**src/rtl/reorder_buffer_pkg.sv**
```systemverilog
// reorder_buffer_pkg: ROB sizing and entry type codes shared by the ROB, its interface and consumers.
package reorder_buffer_pkg;
   localparam int ROB_SIZE_BIT = 3;
   localparam int DEPTH = 2 ** ROB_SIZE_BIT;
   localparam logic [ROB_SIZE_BIT:0] FULL_CNT = DEPTH[ROB_SIZE_BIT:0];
   typedef enum logic [1:0] {ROB_REG = 2'd0, ROB_BR = 2'd1, ROB_ST = 2'd2} rob_type_e;
endpackage

```
**src/rtl/reorder_buffer_if.sv**
```systemverilog
// reorder_buffer_if: issue, writeback, operand query and commit signals of the reorder buffer.
interface reorder_buffer_if;
   import reorder_buffer_pkg::*;
   logic                    issue_valid;
   rob_type_e               issue_type;
   logic [4:0]              issue_rd;
   logic                    issue_pred_taken;
   logic [31:0]             issue_fallthru;
   logic [ROB_SIZE_BIT-1:0] tail_idx;
   logic                    rob_full;
   logic                    wb_valid;
   logic [ROB_SIZE_BIT-1:0] wb_idx;
   logic [31:0]             wb_val;
   logic                    wb_taken;
   logic [31:0]             wb_target;
   logic [ROB_SIZE_BIT-1:0] qry_idx1, qry_idx2;
   logic                    qry_ready1, qry_ready2;
   logic [31:0]             qry_val1, qry_val2;
   logic [4:0]              rob_set_idx;
   logic [31:0]             rob_set_reg_val;
   logic [ROB_SIZE_BIT-1:0] rob_set_recorder;
   logic                    rob_clear;
   logic [31:0]             clear_pc;
   logic                    st_commit;
   logic [ROB_SIZE_BIT-1:0] st_commit_idx;
   modport master (
      output issue_valid, issue_type, issue_rd, issue_pred_taken, issue_fallthru,
      output wb_valid, wb_idx, wb_val, wb_taken, wb_target, qry_idx1, qry_idx2,
      input  tail_idx, rob_full, qry_ready1, qry_ready2, qry_val1, qry_val2,
      input  rob_set_idx, rob_set_reg_val, rob_set_recorder, rob_clear, clear_pc,
      input  st_commit, st_commit_idx
   );
   modport slave (
      input  issue_valid, issue_type, issue_rd, issue_pred_taken, issue_fallthru,
      input  wb_valid, wb_idx, wb_val, wb_taken, wb_target, qry_idx1, qry_idx2,
      output tail_idx, rob_full, qry_ready1, qry_ready2, qry_val1, qry_val2,
      output rob_set_idx, rob_set_reg_val, rob_set_recorder, rob_clear, clear_pc,
      output st_commit, st_commit_idx
   );
endinterface

```
**src/rtl/reorder_buffer.sv**
```systemverilog
// reorder_buffer: circular buffer retiring results in program order, one per cycle, flushing on mispredict.
// Define ROB_FORWARD_EN to enable same-cycle operand forwarding on the query ports.
module reorder_buffer
   import reorder_buffer_pkg::*;
(
   input logic             clk_in,
   input logic             rst_in,
   input logic             rdy_in,
   reorder_buffer_if.slave rob
);
   logic [DEPTH-1:0]        busy, ready, pred_taken, taken;
   rob_type_e               typ      [DEPTH];
   logic [4:0]              rd       [DEPTH];
   logic [31:0]             val      [DEPTH];
   logic [31:0]             target   [DEPTH];
   logic [31:0]             fallthru [DEPTH];
   logic [ROB_SIZE_BIT-1:0] head, tail;
   logic [ROB_SIZE_BIT:0]   count, count_n;
   logic                    issue_ok, wb_ok, head_wb, commit, mispredict, head_taken;
   logic [31:0]             head_val, head_target;

   assign issue_ok = rdy_in && rob.issue_valid && !rob.rob_full;
   assign wb_ok = rdy_in && rob.wb_valid && busy[rob.wb_idx];
   // A writeback to the head commits at the same edge, so bypass its fields.
   assign head_wb = wb_ok && rob.wb_idx == head;
   assign head_val = head_wb ? rob.wb_val : val[head];
   assign head_taken = head_wb ? rob.wb_taken : taken[head];
   assign head_target = head_wb ? rob.wb_target : target[head];
   assign commit = rdy_in && busy[head] && (ready[head] || head_wb) && !rob.rob_clear;
   assign mispredict = commit && typ[head] == ROB_BR && head_taken != pred_taken[head];
   assign count_n = count + (ROB_SIZE_BIT+1)'(issue_ok) - (ROB_SIZE_BIT+1)'(commit);
   assign rob.tail_idx = tail;

   always_ff @(posedge clk_in or posedge rst_in) begin
      if (rst_in) begin
         busy <= '0;
         ready <= '0;
         head <= '0;
         tail <= '0;
         count <= '0;
         rob.rob_full <= 1'b0;
         rob.rob_set_idx <= '0;
         rob.rob_set_reg_val <= '0;
         rob.rob_set_recorder <= '0;
         rob.rob_clear <= 1'b0;
         rob.clear_pc <= '0;
         rob.st_commit <= 1'b0;
         rob.st_commit_idx <= '0;
      end else if (!rdy_in) begin
         rob.rob_set_idx <= '0;
         rob.rob_clear <= 1'b0;
         rob.st_commit <= 1'b0;
      end else begin
         rob.rob_set_idx <= '0;
         rob.st_commit <= 1'b0;
         rob.rob_clear <= mispredict;
         if (mispredict) begin
            busy <= '0;
            ready <= '0;
            head <= '0;
            tail <= '0;
            count <= '0;
            rob.rob_full <= 1'b0;
            rob.clear_pc <= head_taken ? head_target : fallthru[head];
         end else begin
            if (issue_ok) begin
               busy[tail] <= 1'b1;
               ready[tail] <= 1'b0;
               tail <= tail + 1'b1;
            end
            if (wb_ok) ready[rob.wb_idx] <= 1'b1;
            if (commit) begin
               busy[head] <= 1'b0;
               head <= head + 1'b1;
               if (typ[head] == ROB_REG) begin
                  rob.rob_set_idx <= rd[head];
                  rob.rob_set_reg_val <= head_val;
                  rob.rob_set_recorder <= head;
               end
               if (typ[head] == ROB_ST) begin
                  rob.st_commit <= 1'b1;
                  rob.st_commit_idx <= head;
               end
            end
            count <= count_n;
            rob.rob_full <= count_n == FULL_CNT;
         end
      end
   end

   // Payload storage needs no reset: busy gates every use of it.
   always_ff @(posedge clk_in) begin
      if (issue_ok) begin
         typ[tail] <= rob.issue_type;
         rd[tail] <= rob.issue_type == ROB_REG ? rob.issue_rd : 5'd0;
         pred_taken[tail] <= rob.issue_pred_taken;
         fallthru[tail] <= rob.issue_fallthru;
      end
      if (wb_ok) begin
         val[rob.wb_idx] <= rob.wb_val;
         taken[rob.wb_idx] <= rob.wb_taken;
         target[rob.wb_idx] <= rob.wb_target;
      end
   end

`ifdef ROB_FORWARD_EN
   assign rob.qry_ready1 = busy[rob.qry_idx1] && (ready[rob.qry_idx1] || (wb_ok && rob.wb_idx == rob.qry_idx1));
   assign rob.qry_ready2 = busy[rob.qry_idx2] && (ready[rob.qry_idx2] || (wb_ok && rob.wb_idx == rob.qry_idx2));
   assign rob.qry_val1 = wb_ok && rob.wb_idx == rob.qry_idx1 ? rob.wb_val : val[rob.qry_idx1];
   assign rob.qry_val2 = wb_ok && rob.wb_idx == rob.qry_idx2 ? rob.wb_val : val[rob.qry_idx2];
`else
   assign rob.qry_ready1 = 1'b0;
   assign rob.qry_ready2 = 1'b0;
   assign rob.qry_val1 = '0;
   assign rob.qry_val2 = '0;
`endif
endmodule

```
**src/flat_wrapper.sv**
```systemverilog
// flat-port wrapper written by rule: the top's interface ports become plain ports
module reorder_buffer_flat import reorder_buffer_pkg::*;
  (clk_in, rst_in, rdy_in, rob_issue_valid, rob_issue_type, rob_issue_rd, rob_issue_pred_taken, rob_issue_fallthru, rob_wb_valid, rob_wb_idx, rob_wb_val, rob_wb_taken, rob_wb_target, rob_qry_idx1, rob_qry_idx2, rob_tail_idx, rob_rob_full, rob_qry_ready1, rob_qry_ready2, rob_qry_val1, rob_qry_val2, rob_rob_set_idx, rob_rob_set_reg_val, rob_rob_set_recorder, rob_rob_clear, rob_clear_pc, rob_st_commit, rob_st_commit_idx);
  reorder_buffer_if rob_i ();
  input logic clk_in;
  input logic rst_in;
  input logic rdy_in;
  input wire logic [$bits(rob_i.issue_valid)-1:0] rob_issue_valid;
  input wire logic [$bits(rob_i.issue_type)-1:0] rob_issue_type;
  input wire logic [$bits(rob_i.issue_rd)-1:0] rob_issue_rd;
  input wire logic [$bits(rob_i.issue_pred_taken)-1:0] rob_issue_pred_taken;
  input wire logic [$bits(rob_i.issue_fallthru)-1:0] rob_issue_fallthru;
  input wire logic [$bits(rob_i.wb_valid)-1:0] rob_wb_valid;
  input wire logic [$bits(rob_i.wb_idx)-1:0] rob_wb_idx;
  input wire logic [$bits(rob_i.wb_val)-1:0] rob_wb_val;
  input wire logic [$bits(rob_i.wb_taken)-1:0] rob_wb_taken;
  input wire logic [$bits(rob_i.wb_target)-1:0] rob_wb_target;
  input wire logic [$bits(rob_i.qry_idx1)-1:0] rob_qry_idx1;
  input wire logic [$bits(rob_i.qry_idx2)-1:0] rob_qry_idx2;
  output wire logic [$bits(rob_i.tail_idx)-1:0] rob_tail_idx;
  output wire logic [$bits(rob_i.rob_full)-1:0] rob_rob_full;
  output wire logic [$bits(rob_i.qry_ready1)-1:0] rob_qry_ready1;
  output wire logic [$bits(rob_i.qry_ready2)-1:0] rob_qry_ready2;
  output wire logic [$bits(rob_i.qry_val1)-1:0] rob_qry_val1;
  output wire logic [$bits(rob_i.qry_val2)-1:0] rob_qry_val2;
  output wire logic [$bits(rob_i.rob_set_idx)-1:0] rob_rob_set_idx;
  output wire logic [$bits(rob_i.rob_set_reg_val)-1:0] rob_rob_set_reg_val;
  output wire logic [$bits(rob_i.rob_set_recorder)-1:0] rob_rob_set_recorder;
  output wire logic [$bits(rob_i.rob_clear)-1:0] rob_rob_clear;
  output wire logic [$bits(rob_i.clear_pc)-1:0] rob_clear_pc;
  output wire logic [$bits(rob_i.st_commit)-1:0] rob_st_commit;
  output wire logic [$bits(rob_i.st_commit_idx)-1:0] rob_st_commit_idx;
  assign rob_i.issue_valid = rob_issue_valid;
  assign rob_i.issue_type = rob_issue_type;
  assign rob_i.issue_rd = rob_issue_rd;
  assign rob_i.issue_pred_taken = rob_issue_pred_taken;
  assign rob_i.issue_fallthru = rob_issue_fallthru;
  assign rob_i.wb_valid = rob_wb_valid;
  assign rob_i.wb_idx = rob_wb_idx;
  assign rob_i.wb_val = rob_wb_val;
  assign rob_i.wb_taken = rob_wb_taken;
  assign rob_i.wb_target = rob_wb_target;
  assign rob_i.qry_idx1 = rob_qry_idx1;
  assign rob_i.qry_idx2 = rob_qry_idx2;
  assign rob_tail_idx = rob_i.tail_idx;
  assign rob_rob_full = rob_i.rob_full;
  assign rob_qry_ready1 = rob_i.qry_ready1;
  assign rob_qry_ready2 = rob_i.qry_ready2;
  assign rob_qry_val1 = rob_i.qry_val1;
  assign rob_qry_val2 = rob_i.qry_val2;
  assign rob_rob_set_idx = rob_i.rob_set_idx;
  assign rob_rob_set_reg_val = rob_i.rob_set_reg_val;
  assign rob_rob_set_recorder = rob_i.rob_set_recorder;
  assign rob_rob_clear = rob_i.rob_clear;
  assign rob_clear_pc = rob_i.clear_pc;
  assign rob_st_commit = rob_i.st_commit;
  assign rob_st_commit_idx = rob_i.st_commit_idx;
  reorder_buffer u_core (.clk_in(clk_in), .rst_in(rst_in), .rdy_in(rdy_in), .rob(rob_i));
endmodule
```
**config.mk**
```make
export PLATFORM = sky130hd
export DESIGN_NAME = reorder_buffer_flat
export DESIGN_NICKNAME = d
export VERILOG_FILES = /design/src/rtl/reorder_buffer_pkg.sv /design/src/rtl/reorder_buffer_if.sv /design/src/rtl/reorder_buffer.sv /design/src/flat_wrapper.sv
export SDC_FILE = /design/constraint.sdc
export NUM_CORES = 1
export LEC_CHECK = 0
export CELL_PAD_IN_SITES_DETAIL_PLACEMENT = 0
export CELL_PAD_IN_SITES_GLOBAL_PLACEMENT = 1
export CORE_ASPECT_RATIO = 0.5
export CORE_MARGIN = 5
export CORE_UTILIZATION = 44
export CTS_CLUSTER_DIAMETER = 120
export DETAILED_ROUTE_END_ITERATION = 10
export PLACE_DENSITY_LB_ADDON = 0.12
export SLEW_MARGIN = 20
export SYNTH_ARGS = -nofsm -noshare
export SYNTH_HDL_FRONTEND = slang
export SYNTH_SLANG_ARGS = --single-unit
```
**constraint.sdc**
```tcl
create_clock -name clk_in -period 18.6 [get_ports clk_in]
set_input_delay 1.86 -clock clk_in [delete_from_list [all_inputs] [get_ports clk_in]]
set_output_delay 1.86 -clock clk_in [all_outputs]
set_load 0.02 [all_outputs]
```
==> flow_summary_export.csv, run 1 <==
group,metric,value,unit
outcome,status,"complete, no violations",
run,cap_viol_max_count,0,
clock_network,cts_buffer_depth,3,
die,io_pins,266,
routing,wl_met2,49600,um
global_routing,grt_overflow,0,
worst_setup_path,cp_max_fo,75,
global_routing,grtUsageTotal,22.6,%
worst_setup_path,critPathRequiredTime,19.15,ns
synthesis,syn_avg_cell_area,16.7,sq um
cells_and_area,instances_no_fill,3694,
routing,vias_per_cell,5.74,
timing,worstMarginPinSlew,1.14,ns
die,die_area,92400,sq um
clock_network,root_buffer,"clkbuf_16",
clock_network,clock-sinks,944,
synthesis,synth_area,37900,sq um
power_and_ir_drop,power,0.00635,W
cells_and_area,drive_above_1_share,14.5,%
synthesis,synth_cell_types,63,
worst_setup_path,end_kind,"flip-flop",
placement,gp_congestion,0.756,
clock_network,cts_tree,"yes",
worst_setup_path,worstReg2RegStart,"u_core.head[0]",
clock_network,cts-buffers-inserted,84,
global_routing,grt_first_pass_wirelength,151000,um
global_routing,grt_pass1_vias,21116,
power_and_ir_drop,power_density,146,nW/um^2
clock_network,clkTransAtPathRegs,0.06,ns
synthesis,yosys_most_used_dff,"edfxtp_1",
synthesis,synth.largest_area_cell,"edfxtp_1",
routing,wl,106000,um
timing,setup_tns,0,ns
clock_network,postCtsResizedCells,0,
die,core_area,85800,sq um
routing,dr.pass1.iters,5,
placement,hpwl,56500,um
clock_network,ctsHoldBuffers,0,
worst_setup_path,r2r_setup_slack,13.58,ns
timing,period_share,30.9,%
hold_path,min_path_type,"flip-flop to flip-flop",
synthesis,synth-seq-cells,944,
timing,rsz0062_at_grt,"no",
worst_setup_path,start_kind,"primary input",
placement,dp_cells,3539,
timing,hold_viol_final,0,
hold_path,hp-start,"u_core.rob.clear_pc[4]",
timing,fin_crit,5.74,ns
timing,setup_viol,0,
synthesis,synth_edf_count,840,
die,die_h,218,um
worst_setup_path,regToRegEndpoint,"u_core.rob.clear_pc[15]",
placement,io_buffers,193,
cells_and_area,finalNetCount,2581,
hold_path,hold_depth,1,
worst_setup_path,crit_type,"primary input to flip-flop",
routing,route.layer.met1.wl,47100,um
cells_and_area,area_delta_synth_final,14.8,%
routing,routed-wl-met3,7230,um
synthesis,synthArstFlopShare,11.0,%
routing,drt-initial-drc-count,1875,
global_routing,antenna_found_initial,5,
cells_and_area,fillers,7102,
power_and_ir_drop,total_leakage_power,14.8,nW
cells_and_area,fin_util,50.7,%
synthesis,ys_seq_area_share,73.4,%
timing,finalClockSkew,0.0214,ns
hold_path,min_to,"u_core.rob.clear_pc[4]",
synthesis,yosys-top-cells-area,"edfxtp_1, dfrtp_1, mux4_2, mux2i_1, mux2_2",
worst_setup_path,arrival,6.29,ns
timing,timing.slew.headroom,23.5,%
power_and_ir_drop,peakVddDrop,0.150,mV
die,start_util,44.2,%
clock_network,worstSkewPairLatency,0.65,ns
clock_network,ctsHtreeMaxLevel,3,
timing,slew_violations,0,
routing,antenna_left,0,
routing,drc,0,
timing,max_freq,0.174,GHz
clock_network,cts_setup_buffers,0,
die,num_rows,76,
timing,whs,0.488,ns
routing,wl_per_cell,28.6,um
routing,vias,21215,
global_routing,grt_max_degree,120,
routing,highest_layer,"met4",
synthesis,netlist_instances,2266,
synthesis,yosys_warnings,0,
die,die_w,425,um
worst_setup_path,worstRegToRegCells,11,
synthesis,synth_top_area_share,66.6,%
[metal layers]
metal	vias to the layer above	track usage, %
li1	9206	-
met5	-	0
met4	0	5.38
met1	11234	31.9
met2	654	36.0
met3	121	5.38
[cells in the final DEF (no fill, tap or decap), drive strengths merged, types with 58 or more instances in the layout]
master / netlist / final
conb: 1 / 66
a21oi: 78 / 78
nor2: 101 / 101
nand2: 103 / 103
mux4: 58 / 58
o21ai: 99 / 99
clkbuf: 66 / 110
dfrtp: 104 / 104
mux2: 124 / 124
mux2i: 127 / 127
clkdlybuf4s50: 0 / 192
o22ai: 61 / 61
a221oi: 85 / 85
edfxtp: 840 / 840
[state kept, by name (all words and copies together) (netlist names), 5 cells and up]
| name | flops |
|---|---|
| u_core.val | 256 |
| u_core.rob.clear_pc | 32 |
| u_core.busy | 8 |
| u_core.fallthru | 256 |
| u_core.rob.rob_set_idx | 5 |
| u_core.taken | 8 |
| u_core.pred_taken | 8 |
| u_core.rd | 40 |
| u_core.typ | 16 |
| u_core.ready | 8 |
| u_core.rob.rob_set_reg_val | 32 |
| u_core.target | 256 |
[metrics by stage]
step           instance area, sq um  setup slack [ns]
6_report                      43500             12.86
3_5_place_dp                  40900             12.23
2_1_floorplan                 38100             10.42
4_1_cts                       43500             12.90
5_1_grt                       43500             12.63
3_3_place_gp                  40900             12.25
[cell usage after synthesis, drive strengths merged, types with 12 or more instances]
library cell,n
a22o,23
mux4,58
edfxtp,840
a221oi,85
o21ai,99
dfrtp,104
nor2b,16
buf,145
o22ai,61
a22oi,43
a21oi,78
o221ai,12
nand3,16
inv,22
o211ai,19
clkbuf,66
mux2,124
nor2,101
nand2,103
mux2i,127
[where the power goes]
part	internal, W	switching, W	leakage [nW]
Combinational	0.000777	0.00130	4.62
Sequential	0.00246	0.000108	8.95
Clock	0.000936	0.000764	1.27
Total	0.00418	0.00217	14.8
[logic make-up after synthesis]
family | count (synthesis) | synth area share, %
XOR/XNOR | 10 | 0.231
AND/OR/NAND/NOR | 294 | 3.49
flip-flops | 944 | 73.4
AO/OA/AOI/OAI | 467 | 8.39
multiplexers | 309 | 10.7
other | 1 | 0.00990
adder cells (fa/ha/maj) | 7 | 0.251
buffers and inverters | 234 | 3.45
[cell type report]
cell class	count	area (sq um)	area share (%)
sequential	944	27800	64.0
multi-input combinational	1153	9130	21.0
timing repair buffer	249	2370	5.45
clock buffer	110	2250	5.17
tap	1170	1460	3.36
clock inverter	41	347	0.797
inverter	23	93.8	0.216
antenna	4	10.0	0.0230
[worst max-delay path, cell delays in order]
cell             delay (ns)
clkdlybuf4s50_1        0.68
mux2_1                 0.37
mux4_2                 0.51
nand2_2                0.07
buf_4                  0.79
a31o_4                 0.32
inv_4                  0.09
ha_1                   0.27
inv_1                  0.05
ha_1                   0.17
inv_1                  0.06
fa_1                   0.40
xnor2_1                0.15
nor3b_1                0.19
nand3_1                0.10
o22ai_1                0.16
[how the worst max path moves through the flow]
stage,startpoint,endpoint,depth (start not counted)
2_1_floorplan,rob_wb_idx[1],u_core.taken[0],5
3_3_place_gp,rob_wb_idx[0],u_core.rob.rob_full,16
3_5_place_dp,rob_wb_idx[0],u_core.rob.rob_full,16
4_1_cts,rob_wb_idx[0],u_core.rob.rob_full,16
5_1_grt,rob_wb_idx[0],u_core.rob.rob_full,16
6_report,rob_wb_idx[0],u_core.rob.rob_full,16
Power figures use the tool's default switching activity.
==> inputs of run 2 (changes only) <==
- clock period: 18.6 -> 5.15 ns (I/O delays scaled with it)
==> run 2 against run 1 <==
Net effect: critical path depth shrank 8; die area is the same; via count grew 0.99%; register-to-register slack lost 12 ns; sequential share of layout area shrank 0.63 points; clock skew shrank 0.0010 ns; sequential power grew to 3.6 times the previous value; highest routed layer is now met5; combinational power grew to 3.6 times the previous value.
==> flow_summary_export.csv, run 2 (synthesized netlist as in run 1, its figures left out) <==
group,metric,value,unit
outcome,status,"complete, no violations",
worst_setup_path,regToRegEndpoint,"u_core.rob.clear_pc[15]",
run,cap_viol_max_count,0,
routing,vias,21424,
global_routing,grtUsageTotal,22.6,%
clock_network,cts_buffer_depth,3,
routing,wl,105000,um
power_and_ir_drop,power_frac_seq,40.1,%
cells_and_area,area_delta_synth_final,16.0,%
cells_and_area,final_cell_mix,"edfxtp_1, clkdlybuf4s50_1, mux2i_1",
worst_setup_path,r2r_setup_slack,1.28,ns
power_and_ir_drop,p_sw,0.00795,W
die,die_h,218,um
power_and_ir_drop,swShare,34.2,%
power_and_ir_drop,power_frac_clock,27.3,%
die,core_area,85800,sq um
timing,hold_viol_final,0,
global_routing,grt_pass1_vias,21499,
worst_setup_path,critPathCapture,"u_core.rob.clear_pc[15]",
routing,antenna_left,0,
timing,finalClockSkew,0.0204,ns
clock_network,worstSkewPairLatency,0.67,ns
worst_setup_path,crit_type,"flip-flop to flip-flop",
global_routing,use_met3,4.38,%
clock_network,root_buffer,"clkbuf_16",
placement,io_buffers,193,
routing,wl_per_cell,28.2,um
clock_network,ctsHoldBuffers,0,
die,die_w,425,um
cells_and_area,reg_top3,"u_core.fallthru: 256 flops, u_core.target: 256 flops, u_core.val: 256 flops",
routing,drc,0,
timing,whs,0.290,ns
worst_setup_path,critPathRequiredTime,5.69,ns
global_routing,grt_use_met2,36.2,%
worst_setup_path,end_kind,"flip-flop",
die,start_util,44.2,%
worst_setup_path,worstReg2RegStart,"u_core.head[1]",
clock_network,clock-sinks,944,
timing,timing.slew.headroom,26.1,%
cells_and_area,finalNetCount,2608,
cells_and_area,drive_above_1_share,15.8,%
cells_and_area,final_common_cell,"edfxtp_1",
die,io_pins,266,
placement,hpwl,59000,um
timing,max_freq,0.258,GHz
timing,fin_ws,1.28,ns
worst_setup_path,worstRegToRegCells,8,
worst_setup_path,crit_start,"u_core.head[1]",
timing,fin_crit,3.87,ns
global_routing,grt_overflow,0,
timing,setup_viol,0,
clock_network,clkTransAtPathRegs,0.07,ns
clock_network,cts-buffers-inserted,85,
clock_network,cts_tree,"yes",
global_routing,antenna_found_initial,5,
timing,worstMarginPinSlew,1.11,ns
clock_network,cts_setup_buffers,0,
clock_network,postCtsResizedCells,0,
die,die_area,92400,sq um
hold_path,min_path_type,"primary input to asynchronous set/reset pin",
placement,gp_congestion,0.763,
global_routing,use_met1,32.5,%
power_and_ir_drop,peakVddDrop,0.296,mV
global_routing,grt_max_degree,74,
routing,dr.pass1.iters,5,
worst_setup_path,start_kind,"flip-flop",
global_routing,grt_busiest_layer,"met2",
routing,vias_per_cell,5.75,
timing,slew_violations,0,
die,num_rows,76,
power_and_ir_drop,total_leakage_power,15.1,nW
timing,period_share,75.2,%
global_routing,grt_first_pass_wirelength,151000,um
power_and_ir_drop,power_density,529,nW/um^2
power_and_ir_drop,p_int,0.0153,W
worst_setup_path,arrival,4.41,ns
worst_setup_path,cp_max_fo,38,
placement,dp_slack,1.06,ns
routing,drt-initial-drc-count,2012,
clock_network,ctsHtreeMaxLevel,3,
power_and_ir_drop,combPwrFrac,32.6,%
timing,rsz0062_at_grt,"no",
-- run 2: cell count changes in the layout (fill, tap and decap cells not counted), moves of 3 or more --
cell	previous run	this run
buf_4	54	74
buf_12	2	8
clkinv_1	18	12
clkinv_2	14	20
clkbuf_16	85	88
clkinv_8	0	3
diode_2	4	1
inv_2	5	2
-- run 2: worst min path at each step --
stage,startpoint,end,cells after the start
floorplan,u_core.ready[5],u_core.ready[5],2
global placement,u_core.rob.clear_pc[18],u_core.rob.clear_pc[18],1
detailed placement,u_core.rob.clear_pc[17],u_core.rob.clear_pc[17],1
CTS,rst_in,u_core.rob.rob_set_recorder[0],2
global route,rst_in,u_core.rob.rob_set_reg_val[29],2
finish,rst_in,u_core.rob.rob_set_recorder[0],2
-- run 2: final cells by class --
type,instances,area (sq um)
Multi-Input combinational cell,1153,9150
Sequential cell,944,27800
Timing Repair Buffer,275,2640
Fill cell,7088,41800
Tap cell,1170,1460
Clock buffer,117,2360
Clock inverter,41,387
Antenna cell,1,2.50
Inverter,23,97.6
-- run 2: per-stage QoR --
stage                     TNS [ns]  cell area (sq um)  util, %  instances  total power [W]
after floorplan            -290.31              38100        -       2331           0.0140
after global placement           0              41200     48.0       3565           0.0170
after detailed placement         0              41200     48.0       3565           0.0171
after CTS                        0              43900     51.2       3723           0.0234
after global routing             0              43900     51.2       3724           0.0243
final                            0              43900     51.2       3724           0.0233
-- run 2: critical path, stage by stage (launching register included) --
cell	delay, ns
dfrtp_4	0.70
buf_4	0.52
mux4_2	0.61
o22a_1	0.26
mux2i_1	0.22
xnor2_1	0.12
or2_1	0.35
inv_4	0.52
mux2_2	0.40
-- run 2: per-layer routing --
metal / vias up / part of all wire (%)
met5: - / 0.032
met4: 6 / 1.6
met3: 123 / 6.6
met2: 682 / 47
met1: 11343 / 45
li1: 9270 / -
-- run 2: power groups by stage --
stage | Clock (W) | Sequential [W] | Combinational [W]
after global placement | 0 | 0.00947 | 0.00757
after CTS | 0.00649 | 0.00932 | 0.00763
final | 0.00635 | 0.00932 | 0.00758
after detailed placement | 0 | 0.00948 | 0.00761
after floorplan | 0 | 0.00951 | 0.00451
after global routing | 0.00684 | 0.00937 | 0.00811
==> inputs of run 3 (changes only) <==
- clock period: 5.15 -> 3.2 ns (I/O delays scaled with it)
==> run 3 against run 2 <==
Net effect: flip-flop and latch count did not move; combinational power rose by 75%; largest cell class unchanged; die area did not move; first-iteration DRC count rose by 12%; via count rose by 2.4%; final cell count rose by 2.6%; critical path depth rose by 6; worst setup slack got worse by 1.2 ns; clock power rose by 54%.
==> flow_summary_export.csv, run 3 (synthesized netlist as in run 1, its figures left out) <==
group,metric,value,unit
worst_setup_path,crit_start,"u_core.busy[7]",
worst_setup_path,crit_type,"flip-flop to flip-flop",
worst_setup_path,arrival,3.66,ns
cells_and_area,final_cell_mix,"edfxtp_1, clkdlybuf4s50_1, buf_4",
outcome,status,"complete, no violations",
die,die_area,92400,sq um
timing,timing.slew.headroom,33.1,%
timing,fin_crit,3.09,ns
global_routing,grtUsageTotal,23.2,%
routing,antenna_left,0,
clock_network,cts_buffer_depth,3,
cells_and_area,final_common_cell,"edfxtp_1",
routing,vias_per_cell,5.74,
routing,drt-initial-drc-count,2256,
global_routing,grt_pass1_vias,21638,
die,start_util,44.2,%
timing,setup_viol,0,
clock_network,cts_tree,"yes",
routing,drc,0,
placement,io_buffers,193,
timing,hold_viol_final,0,
cells_and_area,multi_input_area,9190,sq um
timing,rsz0062_at_grt,"yes",
routing,dr.pass1.iters,5,
worst_setup_path,path_buf_inv,3,
timing,slew_violations,0,
global_routing,grt_first_pass_wirelength,155000,um
cells_and_area,area_delta_synth_final,18.7,%
die,core_area,85800,sq um
die,die_h,218,um
worst_setup_path,start_kind,"flip-flop",
worst_setup_path,end_kind,"flip-flop",
hold_path,min_path_type,"primary input to asynchronous set/reset pin",
cells_and_area,reg_top3,"u_core.fallthru: 256 flops, u_core.target: 256 flops, u_core.val: 256 flops",
worst_setup_path,worstReg2RegStart,"u_core.busy[7]",
routing,wl_per_cell,28.4,um
power_and_ir_drop,peakVddDrop,0.426,mV
die,io_pins,266,
clock_network,cts-buffers-inserted,86,
timing,finalClockSkew,0.0180,ns
clock_network,clock-sinks,944,
placement,dp_cells,3657,
clock_network,ctsHtreeMaxLevel,3,
global_routing,grt_max_degree,74,
die,num_rows,76,
cells_and_area,regArea,27800,sq um
worst_setup_path,cp_max_fo,3,
routing,wl,108000,um
cells_and_area,final_area,45000,sq um
cells_and_area,drive_above_1_share,19.0,%
clock_network,root_buffer,"clkbuf_16",
worst_setup_path,critPathSlowestCell,"mux4_2",
cells_and_area,instances_no_fill,3819,
placement,hpwl,65700,um
cells_and_area,finalNetCount,2704,
clock_network,ctsHoldBuffers,0,
cells_and_area,fillers,7047,
clock_network,worstSkewPairLatency,0.66,ns
global_routing,antenna_found_initial,4,
power_and_ir_drop,total_leakage_power,15.6,nW
worst_setup_path,critPathMaxStageDelay,0.51,ns
global_routing,grt_overflow,0,
worst_setup_path,critPathTopFamily,"adder cells",
timing,worstMarginPinSlew,1.00,ns
power_and_ir_drop,power_density,846,nW/um^2
timing,max_freq,0.324,GHz
die,die_w,425,um
clock_network,clkTransAtPathRegs,0.06,ns
placement,gp_congestion,0.798,
timing,whs,0.0945,ns
run,cap_viol_max_count,0,
placement,post_dp_cell_area,42300,sq um
worst_setup_path,crit_chain,"mux2_1 > mux4_2 > nand2_4 > a31o_4 > inv_4 > ha_1 > inv_1 > ha_1 > inv_1 > fa_1 > xnor2_1 > nor3b_1 > nand3_1 > o22ai_1",
timing,period_share,96.6,%
routing,vias,21939,
worst_setup_path,critPathRequiredTime,3.77,ns
cells_and_area,fin_util,52.5,%
run 3: cell types whose count changed in the layout (fill, tap and decap cells not counted), moves of 3 or more:
cell       delta
clkinv_1      +5
inv_2         +3
clkinv_2      +4
clkbuf_1      -7
nor3_2        -3
bufinv_16     -3
buf_4        +59
buf_12       +34
nor3_4        +3
clkinv_8      -3
run 3: final cells by class:
class | instances | area share [%]
clock inverters | 48 | 0.687
flip-flops and latches | 944 | 61.9
well taps | 1170 | 3.25
multi-input cells | 1153 | 20.4
inverters | 23 | 0.209
diodes | 3 | 0.0167
clock buffers | 108 | 5.10
repair buffers | 370 | 8.43
run 3: timing repair:
item | CTS | global route
buffers inserted | 0 | 2
resized for setup | 0 | 1
endpoints found under the setup margin | 0 | 3
run 3: path summary, 6_finish.rpt:
path / endpoint / slack [ns] / cells after the start
worst max-delay path: u_core.rob.rob_full / 0.11 / 14
worst min-delay path: u_core.rob.rob_set_recorder[0] / 0.09 / 2
worst max register to register: u_core.rob.rob_full / 0.11 / 14
worst min register to register: u_core.rob.clear_pc[22] / 0.49 / 1
max in group asynchronous: u_core.rob.clear_pc[25] / 2.39 / 3
min in group clk_in: u_core.taken[2] / 0.27 / 2
run 3: stage by stage:
step,total power (W),setup slack [ns],TNS (ns)
final,0.0381,0.110,0
after global routing,0.0397,-0.0489,-0.0489
after CTS,0.0382,0.105,0
after detailed placement,0.0284,-0.443,-19.87
after global placement,0.0283,-0.457,-16.93
after floorplan,0.0226,-0.294,-32.26
run 3: power breakdown:
part / leakage [nW] / total (W) / switching (W) / internal, W
Clock: 1.29 / 0.00980 / 0.00448 / 0.00532
Sequential: 8.95 / 0.0149 / 0.000590 / 0.0143
Combinational: 5.41 / 0.0133 / 0.00791 / 0.00542
run 3: metal layers:
layer	GRT usage (%)	part of all wire, %	up-vias
li1	-	-	9474
met1	34.3	45	11560
met2	36.4	46	769
met3	3.53	6.5	136
met4	6.02	2.2	0
met5	0	0	-
